==> src/rtl/fetch_ctrl.sv <==
// Front-end sequencing controller: PC hold/redirect, F/D and D/E stall/flush,
// I-cache refill handshake and saturating performance counters.
module fetch_ctrl #(
    parameter int BOOT_HOLD = 2,
    parameter int CNT_W     = 16
) (
    input  logic             clk,
    input  logic             rst,
    input  logic [4:0]       rs1_d,
    input  logic [4:0]       rs2_d,
    input  logic [4:0]       rd_e,
    input  logic             load_e,
    input  logic             pcsrc_e,
    input  logic             ic_hit,
    input  logic             refill_ack,
    output logic             refill_req,
    output logic             stall_f,
    output logic             stall_d,
    output logic             flush_d,
    output logic             flush_e,
    output logic [CNT_W-1:0] miss_cnt,
    output logic [CNT_W-1:0] stall_cnt
);

    localparam logic [1:0] BOOT = 2'd0;
    localparam logic [1:0] RUN  = 2'd1;
    localparam logic [1:0] MISS = 2'd2;

    localparam int             BW          = (BOOT_HOLD > 1) ? $clog2(BOOT_HOLD) : 1;
    localparam logic [BW-1:0]  BOOT_LAST   = BW'((BOOT_HOLD > 0) ? BOOT_HOLD - 1 : 0);
    // With no boot hold the controller leaves reset straight into RUN.
    localparam logic [1:0]     RESET_STATE = (BOOT_HOLD == 0) ? RUN : BOOT;

    logic [1:0]    state;
    logic [1:0]    state_nxt;
    logic [BW-1:0] boot_cnt;
    logic          hazard;
    logic          miss_enter;

    assign hazard = load_e && (rd_e != 5'd0) && ((rd_e == rs1_d) || (rd_e == rs2_d));

    // NOTE: every output of this block gets a default first so no path leaves
    // a signal unassigned, which would otherwise infer a latch.
    always_comb begin
        stall_f    = 1'b0;
        stall_d    = 1'b0;
        flush_d    = 1'b0;
        flush_e    = 1'b0;
        miss_enter = 1'b0;
        state_nxt  = state;
        if (rst) begin
            stall_f = 1'b1;
            stall_d = 1'b1;
            flush_d = 1'b1;
            flush_e = 1'b1;
        end else begin
            case (state)
                BOOT: begin
                    stall_f = 1'b1;
                    stall_d = 1'b1;
                    flush_d = 1'b1;
                    flush_e = 1'b1;
                    if (boot_cnt == BOOT_LAST) state_nxt = RUN;
                end
                RUN: begin
                    // A redirect squashes whatever fetch/decode were doing,
                    // so a concurrent miss or hazard is moot.
                    if (pcsrc_e) begin
                        flush_d = 1'b1;
                        flush_e = 1'b1;
                    end else if (!ic_hit) begin
                        stall_f    = 1'b1;
                        stall_d    = 1'b1;
                        flush_e    = 1'b1;
                        miss_enter = 1'b1;
                        state_nxt  = MISS;
                    end else if (hazard) begin
                        stall_f = 1'b1;
                        stall_d = 1'b1;
                        flush_e = 1'b1;
                    end
                end
                MISS: begin
                    stall_f = 1'b1;
                    stall_d = 1'b1;
                    flush_e = 1'b1;
                    if (refill_ack) state_nxt = RUN;
                end
                default: state_nxt = RESET_STATE;
            endcase
        end
    end

    // NOTE: sequential state uses non-blocking assignments so every register
    // samples the pre-edge values regardless of statement order.
    always_ff @(posedge clk) begin
        if (rst) begin
            state      <= RESET_STATE;
            boot_cnt   <= '0;
            refill_req <= 1'b0;
            miss_cnt   <= '0;
            stall_cnt  <= '0;
        end else begin
            state <= state_nxt;
            if (state == BOOT) boot_cnt <= boot_cnt + BW'(1);

            if (miss_enter)
                refill_req <= 1'b1;
            else if (state == MISS && refill_ack)
                refill_req <= 1'b0;

            if (miss_enter && miss_cnt != '1)
                miss_cnt <= miss_cnt + CNT_W'(1);

            if (stall_f && (state == RUN || state == MISS) && stall_cnt != '1)
                stall_cnt <= stall_cnt + CNT_W'(1);
        end
    end

endmodule
==> config.mk <==
export PLATFORM = sky130hd
export DESIGN_NAME = fetch_ctrl
export DESIGN_NICKNAME = d
export VERILOG_FILES = /design/src/rtl/fetch_ctrl.sv
export SDC_FILE = /design/constraint.sdc
export NUM_CORES = 1
export LEC_CHECK = 0
export BUFFER_PORTS_ARGS = -buffer_cell sky130_fd_sc_hd__clkbuf_2
export CAP_MARGIN = 10
export CORE_MARGIN = 2
export CORE_UTILIZATION = 42
export CTS_CLUSTER_SIZE = 40
export DETAILED_ROUTE_END_ITERATION = 7
export PLACE_DENSITY = 0.67
export SETUP_SLACK_MARGIN = 0.15
export SKIP_LAST_GASP = 1
export SLEW_MARGIN = 20
export SYNTH_ARGS = -nofsm -noshare
export SYNTH_HDL_FRONTEND = slang
export SYNTH_SLANG_ARGS = --single-unit
==> constraint.sdc <==
create_clock -name clk -period 2.2 [get_ports clk]
set_clock_uncertainty 0.05 [all_clocks]
set_input_delay 0.44 -clock clk [delete_from_list [all_inputs] [get_ports clk]]
set_output_delay 0.44 -clock clk [all_outputs]
set_load 0.02 [all_outputs]
==> impl_metrics.tcl, run 1 <==
set metrics [dict create \
    power_density_mw_per_mm2 812 \
    wl_um 5520 \
    netlist_area_mm2 0.00206 \
    port_buffers 57 \
    clk_latency_ns 0.28 \
    ys.flop_type "dfxtp_1" \
    avgSynthCellArea_um2 8.58 \
    r2r-start "state[1]" \
    cp_top_family "simple AND/OR/NAND/NOR gates" \
    cp_num_buf_inv 2 \
    ant_nets 0 \
    slowest_stage "or4_4" \
    io-pin-count 58 \
    clk_pin_slew_ns 0.07 \
    run_status "complete, but fails checks" \
    wl_per_cell_um 13.9 \
    cts_root_buf "clkbuf_8" \
    crit_type "input pin to output pin" \
    holdWs_ns 0.392 \
    numCtsBuffers 5 \
    violations "setup timing" \
    relSlewSlack 0.799 \
    antenna_found_initial 0 \
    combPwrFrac 0.482 \
    min_path_type "input pin to flip-flop" \
    rsz0062_at_grt "yes" \
    crit_cells 7 \
    drv_cap 0 \
    fin_nets 356 \
    vias 2167 \
    die_w_um 74.0 \
    period_share 1.03 \
    start_util 0.436 \
    clkPwrFrac 0.210 \
    dp_hpwl_um 3430 \
    cts_buffer_depth 2 \
    hold_viol_final 0 \
    grt_max_degree 22 \
    reg2reg_slack_ns 0.02 \
    area_growth_pct 46.3 \
    die_h_um 74.0 \
    grt-ovfl-total 0 \
    critPathLaunchType "input pin" \
    power.share.sequential 0.307 \
    register_area_um2 728 \
    crit_end "flush_e" \
    p_int_mw 1.56 \
    gp_congestion 0.758 \
    period_minus_slack_ns 2.26 \
    use_met2 0.340 \
    multi_input_area_mm2 0.00146 \
    fin_ws_ns -0.0586 \
    grt_usage 0.204 \
    drive_gt1_frac 0.452 \
    p_leak_nw 1.20 \
    endpoint_kind "output pin" \
    grt_pass1_wl_um 8780 \
    ir_worst_vdd_uv 406 \
    p_sw_frac 0.361 \
    setup_viol 3 \
    ys_seq_area_frac 0.350 \
    worstPathMaxFanout 3 \
    switching_power_uw 884 \
    cts_tree "built" \
    crit_start "rd_e[3]" \
    core_mm2 0.00472 \
    rr_endpoint "miss_cnt[15]" \
    async_reset_ff_frac 0 \
    drc_errors 0 \
    synth.distinct_cells 48 \
    met1_usage 0.259 \
    tightest_slew_ns 0.298 \
    diodes 0 \
    avgViaCountPerCell 5.46 \
    p_total_mw 2.45 \
    max_stage_delay_ns 0.54 \
    nFillCells 409 \
    max_freq_ghz 0.443 \
    busiest_layer "met2" \
    grt_pass1_vias 1931 \
    met3_usage 0.0474 \
    synth-edff-count 0 \
    cp_cell_sequence "buf_8 -> or4_4 -> o21ai_4 -> o21a_1 -> nor2b_4 -> o21ai_4 -> buf_8" \
    synth_cells 240 \
    synth_warnings 0 \
    dieArea_mm2 0.00548 \
    rows 25 \
    cts_sinks 36 \
    required_ns 1.71 \
    htreeDepth 2 \
    ys_ff_latch 36 \
    maxSlewViolCount 0 \
    drt_iter0_markers 123 \
    syn_nets 267 \
    arrival_ns 1.77 \
    rr_worst_depth 9 \
    drtPass1Iterations 4 \
]
## metal layers
metal,up-vias,part of all wire
met5,-,0
met4,0,0.0083
met3,4,0.053
met2,70,0.51
met1,1025,0.43
li1,1068,-
## area by class of cell
type                            count  share of cell area
Tap cell                           67              0.0278
Clock buffer                        8              0.0332
Inverter                            6             0.00914
Sequential cell                    36               0.242
Multi-Input combinational cell    189               0.485
Timing Repair Buffer               91               0.203
## worst reg2reg max path, cell delays in order, from the launching register on
cell and delay, ns:
dfxtp_4 0.36, inv_4 0.07, ha_4 0.15, or3b_4 0.41, nor2_2 0.10, o31a_1 0.25
nand3_2 0.13, buf_6 0.15, or3_1 0.32, a21oi_2 0.13
## through the flow
stage | TNS, ns | instance area (µm²) | util | cells | setup WS (ns)
2_1_floorplan | 0 | 2140 | - | 240 | 0.101
3_3_place_gp | -0.264 | 2580 | 0.546 | 376 | -0.0657
3_5_place_dp | -0.554 | 2580 | 0.546 | 376 | -0.0995
4_1_cts | -0.0823 | 2910 | 0.616 | 394 | -0.0388
5_1_grt | -0.772 | 3010 | 0.638 | 397 | -0.126
6_report | -0.122 | 3010 | 0.638 | 397 | -0.0586
## synth_stat cells, types with 2 or more instances
| master | instances | area, µm² |
|---|---|---|
| a21oi_1 | 25 | 125 |
| and2_1 | 2 | 12.5 |
| and3_1 | 2 | 12.5 |
| and4_1 | 3 | 26.3 |
| buf_4 | 3 | 22.5 |
| buf_6 | 2 | 22.5 |
| clkbuf_1 | 2 | 7.51 |
| clkbuf_8 | 3 | 41.3 |
| dfxtp_1 | 36 | 721 |
| ha_1 | 6 | 75.1 |
| inv_1 | 6 | 22.5 |
| nand2_1 | 14 | 52.6 |
| nand3_1 | 15 | 75.1 |
| nand4_1 | 5 | 31.3 |
| nor2_1 | 20 | 75.1 |
| nor2b_1 | 3 | 18.8 |
| nor3_1 | 2 | 10.0 |
| o21ai_0 | 12 | 60.1 |
| o31ai_1 | 11 | 82.6 |
| o41ai_1 | 3 | 26.3 |
| or3_1 | 10 | 62.6 |
| or3b_1 | 3 | 26.3 |
| or4_1 | 11 | 82.6 |
| xnor2_1 | 3 | 26.3 |
| xor2_1 | 15 | 131 |
## power by group through the flow
stage / combinational (mW) / sequential, mW / clock, mW
2_1_floorplan: 0.673 / 0.777 / 0
5_1_grt: 1.30 / 0.762 / 0.556
3_3_place_gp: 0.821 / 0.758 / 0
6_report: 1.18 / 0.752 / 0.515
3_5_place_dp: 0.830 / 0.760 / 0
4_1_cts: 1.13 / 0.752 / 0.532
## sequential cells by signal, summed over array words and instances, names as in the netlist
register / flops
state: 2
boot_cnt: 1
miss_cnt: 16
stall_cnt: 16
refill_req: 1
## what timing repair did
item,CTS,global route
gates cloned,4,0
endpoints found under the setup margin,27,34
gates resized for setup,32,22
setup buffers,6,3
hold buffers,0,0
pin swaps,25,11
## cells by family after synthesis
group                      synth area share
AOI/OAI and AO/OA                     0.183
xor gates and xnor gates             0.0766
adders and majority gates            0.0365
buffers and inverters                0.0638
DFF                                   0.350
muxes                                0.0103
and+or+nand+nor                       0.280
## layout by cell type (no fill, tap or decap), types with 8 or more instances in the layout
master / Yosys / layout
clkbuf_2: 0 / 51
nor2_1: 20 / 17
o31ai_1: 11 / 9
buf_4: 3 / 28
or3_1: 10 / 8
clkbuf_8: 3 / 9
nand2_1: 14 / 13
xor2_1: 15 / 13
nand3_1: 15 / 11
a21oi_1: 25 / 19
o21ai_0: 12 / 10
or4_1: 11 / 11
dfxtp_1: 36 / 34
## worst min path at each step
stage	cells after the start	endpoint	startpoint	slack [ns]
after floorplan	2	boot_cnt	boot_cnt	0.43
after global placement	2	refill_req	refill_req	0.40
after detailed placement	2	refill_req	refill_req	0.40
after CTS	4	refill_req	refill_ack	0.39
after global routing	4	refill_req	refill_ack	0.41
final	4	refill_req	refill_ack	0.39
(Power assumes the default switching activity.)
==> inputs of run 2 (changes only) <==
--- a/config.mk
+++ b/config.mk
@@ -11,10 +11,10 @@
 export CORE_UTILIZATION = 42
 export CTS_CLUSTER_SIZE = 40
 export DETAILED_ROUTE_END_ITERATION = 7
+export MAX_ROUTING_LAYER = met4
 export PLACE_DENSITY = 0.67
 export SETUP_SLACK_MARGIN = 0.15
 export SKIP_LAST_GASP = 1
-export SLEW_MARGIN = 20
 export SYNTH_ARGS = -nofsm -noshare
 export SYNTH_HDL_FRONTEND = slang
 export SYNTH_SLANG_ARGS = --single-unit
==> run 2 against run 1 <==
Compared with the run above:
- the run still ends with setup timing left
- design area did not move
- core utilization did not move
- non-clock buffer count unchanged
- count of clock-buffer cells in the layout unchanged
- first-iteration DRC count unchanged
- critical path type unchanged
==> impl_metrics.tcl, run 2 (synthesis results as in run 1) <==
set metrics [dict create \
    grt-ovfl-total 0 \
    holdWs_ns 0.392 \
    hold_path_startpoint "refill_ack" \
    drt_iter0_markers 123 \
    power_density_mw_per_mm2 812 \
    drtPass1Iterations 4 \
    dp_hpwl_um 3430 \
    p_total_mw 2.45 \
    endpoint_kind "output pin" \
    rr_endpoint "miss_cnt[15]" \
    min_path_type "input pin to flip-flop" \
    arrival_ns 1.77 \
    cts_buffer_depth 2 \
    cts_tree "built" \
    relSlewSlack 0.799 \
    io-pin-count 58 \
    worstPathMaxFanout 3 \
    ctsHoldBuffers 0 \
    grt_max_degree 22 \
    fin_nets 356 \
    rows 25 \
    crit_type "input pin to output pin" \
    gp_congestion 0.768 \
    mostFrequentLayoutCell "clkbuf_2" \
    dieArea_mm2 0.00548 \
    period_share 1.03 \
    ir_worst_vdd_uv 406 \
    run_status "complete, but fails checks" \
    place_ws_ns -0.0995 \
    rsz0062_at_grt "yes" \
    rr_worst_depth 9 \
    clk_pin_slew_ns 0.07 \
    fin_ws_ns -0.0586 \
    start_util 0.436 \
    cp_cell_sequence "buf_8 -> or4_4 -> o21ai_4 -> o21a_1 -> nor2b_4 -> o21ai_4 -> buf_8" \
    vias 2167 \
    wl_per_cell_um 13.9 \
    multi_input_area_mm2 0.00146 \
    max_freq_ghz 0.443 \
    cts_root_buf "clkbuf_8" \
    place_area_mm2 0.00258 \
    drive_gt1_frac 0.452 \
    whs_path_depth 4 \
    antenna_found_initial 0 \
    post_layout_nonfiller_instances 397 \
    critPathLaunchType "input pin" \
    wl_um 5520 \
    required_ns 1.71 \
    fin_area_mm2 0.00301 \
    largest_registers "miss_cnt (16), stall_cnt (16), state (2)" \
    violations "setup timing" \
    tightest_slew_ns 0.298 \
    core_mm2 0.00472 \
    drv_cap 0 \
    final_cell_mix "clkbuf_2 (51), dfxtp_1 (34), buf_4 (28), a21oi_1 (19), nor2_1 (17)" \
    period_minus_slack_ns 2.26 \
    hold_end "refill_req" \
    die_h_um 74.0 \
    grt_pass1_wl_um 8780 \
    diodes 0 \
    r2r-start "state[1]" \
    grt_pass1_vias 1931 \
    max_stage_delay_ns 0.54 \
    grt_usage 0.211 \
    area_growth_pct 46.3 \
    register_area_um2 728 \
    ant_nets 0 \
    cts_sinks 36 \
    setup_viol 3 \
    slowest_stage "or4_4" \
    htreeDepth 2 \
    maxSlewViolCount 0 \
    hold_viol_final 0 \
    reg2reg_slack_ns 0.02 \
    clk_latency_ns 0.28 \
    p_leak_nw 1.20 \
    port_buffers 57 \
    nFillCells 409 \
    die_w_um 74.0 \
    drc_errors 0 \
    avgViaCountPerCell 5.46 \
    numCtsBuffers 5 \
    placed_cells 376 \
]
run 2: power breakdown:
group	total [mW]	leakage, nW	internal (mW)	switching (mW)
Sequential	0.752	0.292	0.705	0.0472
Combinational	1.18	0.857	0.573	0.607
Clock	0.515	0.0515	0.286	0.229
run 2: how the worst max path moves through the flow:
stage                  start             to  slack (ns)  cells after the start
detailed placement   pcsrc_e   stall_cnt[3]        -0.1                      6
CTS                  rd_e[2]        stall_d       -0.04                      8
global route         rd_e[3]        flush_e       -0.13                      7
finish               rd_e[3]        flush_e       -0.06                      7
floorplan           state[1]  stall_cnt[14]        0.10                      8
global placement     rd_e[1]        flush_e       -0.07                      7
run 2: stage by stage:
stage               utilization  setup TNS (ns)
floorplan                     -               0
CTS                       0.616         -0.0823
global placement          0.546          -0.264
detailed placement        0.546          -0.554
finish                    0.638          -0.122
global route              0.638          -0.772
run 2: layout make-up:
type | count | share of cell area
Tap cell | 67 | 0.0278
Clock buffer | 8 | 0.0332
Sequential cell | 36 | 0.242
Timing Repair Buffer | 91 | 0.203
Inverter | 6 | 0.00914
Multi-Input combinational cell | 189 | 0.485
run 2: what timing repair did:
| action | in CTS | in global routing |
|---|---|---|
| gates cloned | 4 | 0 |
| pin swaps | 25 | 11 |
| gates resized for setup | 32 | 22 |
| setup buffers | 6 | 3 |
| setup endpoints to repair | 27 | 34 |
run 2: worst max-delay path, delay by kind of cell:
family	cells	cell delay, ns
AND/OR/NAND/NOR	2	0.70
AO/OA/AOI/OAI	3	0.39
buffers and inverters	2	0.23
run 2: layer usage:
layer,vias to the layer above,track usage,part of all wire
met5,-,-,0
met4,0,0.0727,0.0083
met3,4,0.0474,0.055
met2,72,0.340,0.51
met1,1023,0.259,0.43
li1,1068,-,-
==> inputs of run 3 (changes only) <==
--- a/config.mk
+++ b/config.mk
@@ -7,7 +7,6 @@
 export LEC_CHECK = 0
 export BUFFER_PORTS_ARGS = -buffer_cell sky130_fd_sc_hd__clkbuf_2
 export CAP_MARGIN = 10
-export CORE_MARGIN = 2
 export CORE_UTILIZATION = 42
 export CTS_CLUSTER_SIZE = 40
 export DETAILED_ROUTE_END_ITERATION = 7
==> run 3 against run 2 <==
Compared with the run above:
- the run still ends with setup timing left
- via count fell by 2.7%
- core utilization rose by 2.1 points
- critical endpoint unchanged
- sequential power fell by 0.5%
- sequential cell count did not move
==> impl_metrics.tcl, run 3 (synthesis results as in run 1) <==
set metrics [dict create \
    drt_iter0_markers 128 \
    area_growth_pct 51.1 \
    cp_common_cell "o21ai_4" \
    endpoint_kind "output pin" \
    diodes 0 \
    grt_pass1_vias 1885 \
    io-pin-count 58 \
    wirelength_met1_um 2450 \
    cts_buffer_depth 2 \
    die_h_um 72.0 \
    fin_ws_ns -0.0597 \
    hold_viol_final 0 \
    setup_viol 3 \
    die_w_um 72.0 \
    crit_type "input pin to output pin" \
    required_ns 1.71 \
    cp_cell_sequence "buf_8 -> or4_4 -> o21ai_4 -> o21a_1 -> nor2b_4 -> o21ai_4 -> clkbuf_8" \
    nFillCells 408 \
    cts_tree "built" \
    critPathLaunchType "input pin" \
    max_freq_ghz 0.443 \
    grt_pass1_wl_um 8420 \
    clk_latency_ns 0.29 \
    rows 25 \
    ant_nets 0 \
    wl_met3_um 184 \
    dp_hpwl_um 3290 \
    avgViaCountPerCell 5.38 \
    largest_registers "miss_cnt (16), stall_cnt (16), state (2)" \
    drv_cap 0 \
    port_buffers 57 \
    gp_congestion 0.747 \
    met2_length_um 2970 \
    drc_errors 0 \
    min_path_type "input pin to flip-flop" \
    violations "setup timing" \
    cp_num_buf_inv 2 \
    ir_worst_vdd_uv 458 \
    relSlewSlack 0.760 \
    arrival_ns 1.77 \
    htreeDepth 2 \
    numCtsBuffers 5 \
    wl_um 5680 \
    core_mm2 0.00472 \
    grt_max_degree 24 \
    period_minus_slack_ns 2.26 \
    vias 2108 \
    fin_nets 351 \
    drtPass1Iterations 4 \
    wl_per_cell_um 14.5 \
    max_stage_delay_ns 0.54 \
    grt-ovfl-total 0 \
    maxSlewViolCount 0 \
    p_leak_nw 1.21 \
    start_util 0.436 \
    run_status "complete, but fails checks" \
    clk_pin_slew_ns 0.07 \
    reg2reg_slack_ns 0.03 \
    routed.top_layer "met4" \
    grt_usage 0.211 \
    cts_sinks 36 \
    place_ws_ns -0.102 \
    mostFrequentLayoutCell "clkbuf_2" \
    antenna_found_initial 0 \
    slowest_stage "or4_4" \
    dieArea_mm2 0.00519 \
    fin_area_mm2 0.00311 \
    tightest_slew_ns 0.356 \
    rsz0062_at_grt "yes" \
    period_share 1.03 \
    place_area_mm2 0.00256 \
    power_density_mw_per_mm2 843 \
    cts_root_buf "clkbuf_8" \
    cp_top_family "simple AND/OR/NAND/NOR gates" \
    final_cell_mix "clkbuf_2 (47), dfxtp_1 (33), buf_4 (25), nor2_1 (18), nand2_1 (14)" \
    worstPathMaxFanout 3 \
    drive_gt1_frac 0.486 \
]
[run 3: area by class of cell]
cell class	count	area [µm²]	share of cell area
repair buffers	85	593	0.191
inverters	6	27.5	0.00885
flip-flops and latches	36	727	0.234
multi-input cells	190	1550	0.499
clock inverters	1	30.0	0.00965
clock buffers	7	96.3	0.0310
well taps	67	83.8	0.0269
[run 3: what timing repair did]
| item | CTS | global route |
|---|---|---|
| setup buffers | 6 | 2 |
| setup endpoints to repair | 27 | 34 |
| pin swaps | 16 | 7 |
| resized for setup | 27 | 51 |
| hold buffers | 0 | 0 |
| hold endpoints to repair | 0 | 0 |
| cloned | 2 | 2 |
[run 3: tightest hold or removal path, cell delays in order]
cell and delay [ns]:
clkbuf_2 0.09, nand2_1 0.05, nand2_1 0.05, a21oi_1 0.05
[run 3: per-layer routing]
layer	GRT usage	vias up
li1	-	1055
met1	0.255	993
met2	0.349	52
met3	0.0458	8
met4	0.0697	0
met5	-	-
[run 3: per-stage QoR]
| stage | power, mW | utilization | instances | hold slack [ns] | TNS, ns |
|---|---|---|---|---|---|
| 2_1_floorplan | 1.45 | - | 240 | 0.433 | 0 |
| 3_3_place_gp | 1.55 | 0.543 | 372 | 0.397 | -0.316 |
| 3_5_place_dp | 1.56 | 0.543 | 372 | 0.404 | -0.672 |
| 4_1_cts | 2.52 | 0.613 | 388 | 0.382 | -0.0886 |
| 5_1_grt | 2.77 | 0.659 | 392 | 0.394 | -0.400 |
| 6_report | 2.62 | 0.659 | 392 | 0.387 | -0.122 |
[run 3: worst paths after layout]
check | from | cells after the start | endpoint
worst max-delay path | rd_e[4] | 7 | flush_e
worst min register to register | refill_req | 2 | refill_req
worst max register to register | state[0] | 6 | stall_cnt[5]
worst min-delay path | refill_ack | 4 | refill_req
[run 3: report_power, final]
group / internal (mW) / leakage, nW / switching, mW / total (mW)
registers: 0.702 / 0.292 / 0.0464 / 0.748
clock network: 0.400 / 0.0645 / 0.242 / 0.642
logic: 0.601 / 0.849 / 0.632 / 1.23
total: 1.70 / 1.21 / 0.921 / 2.62
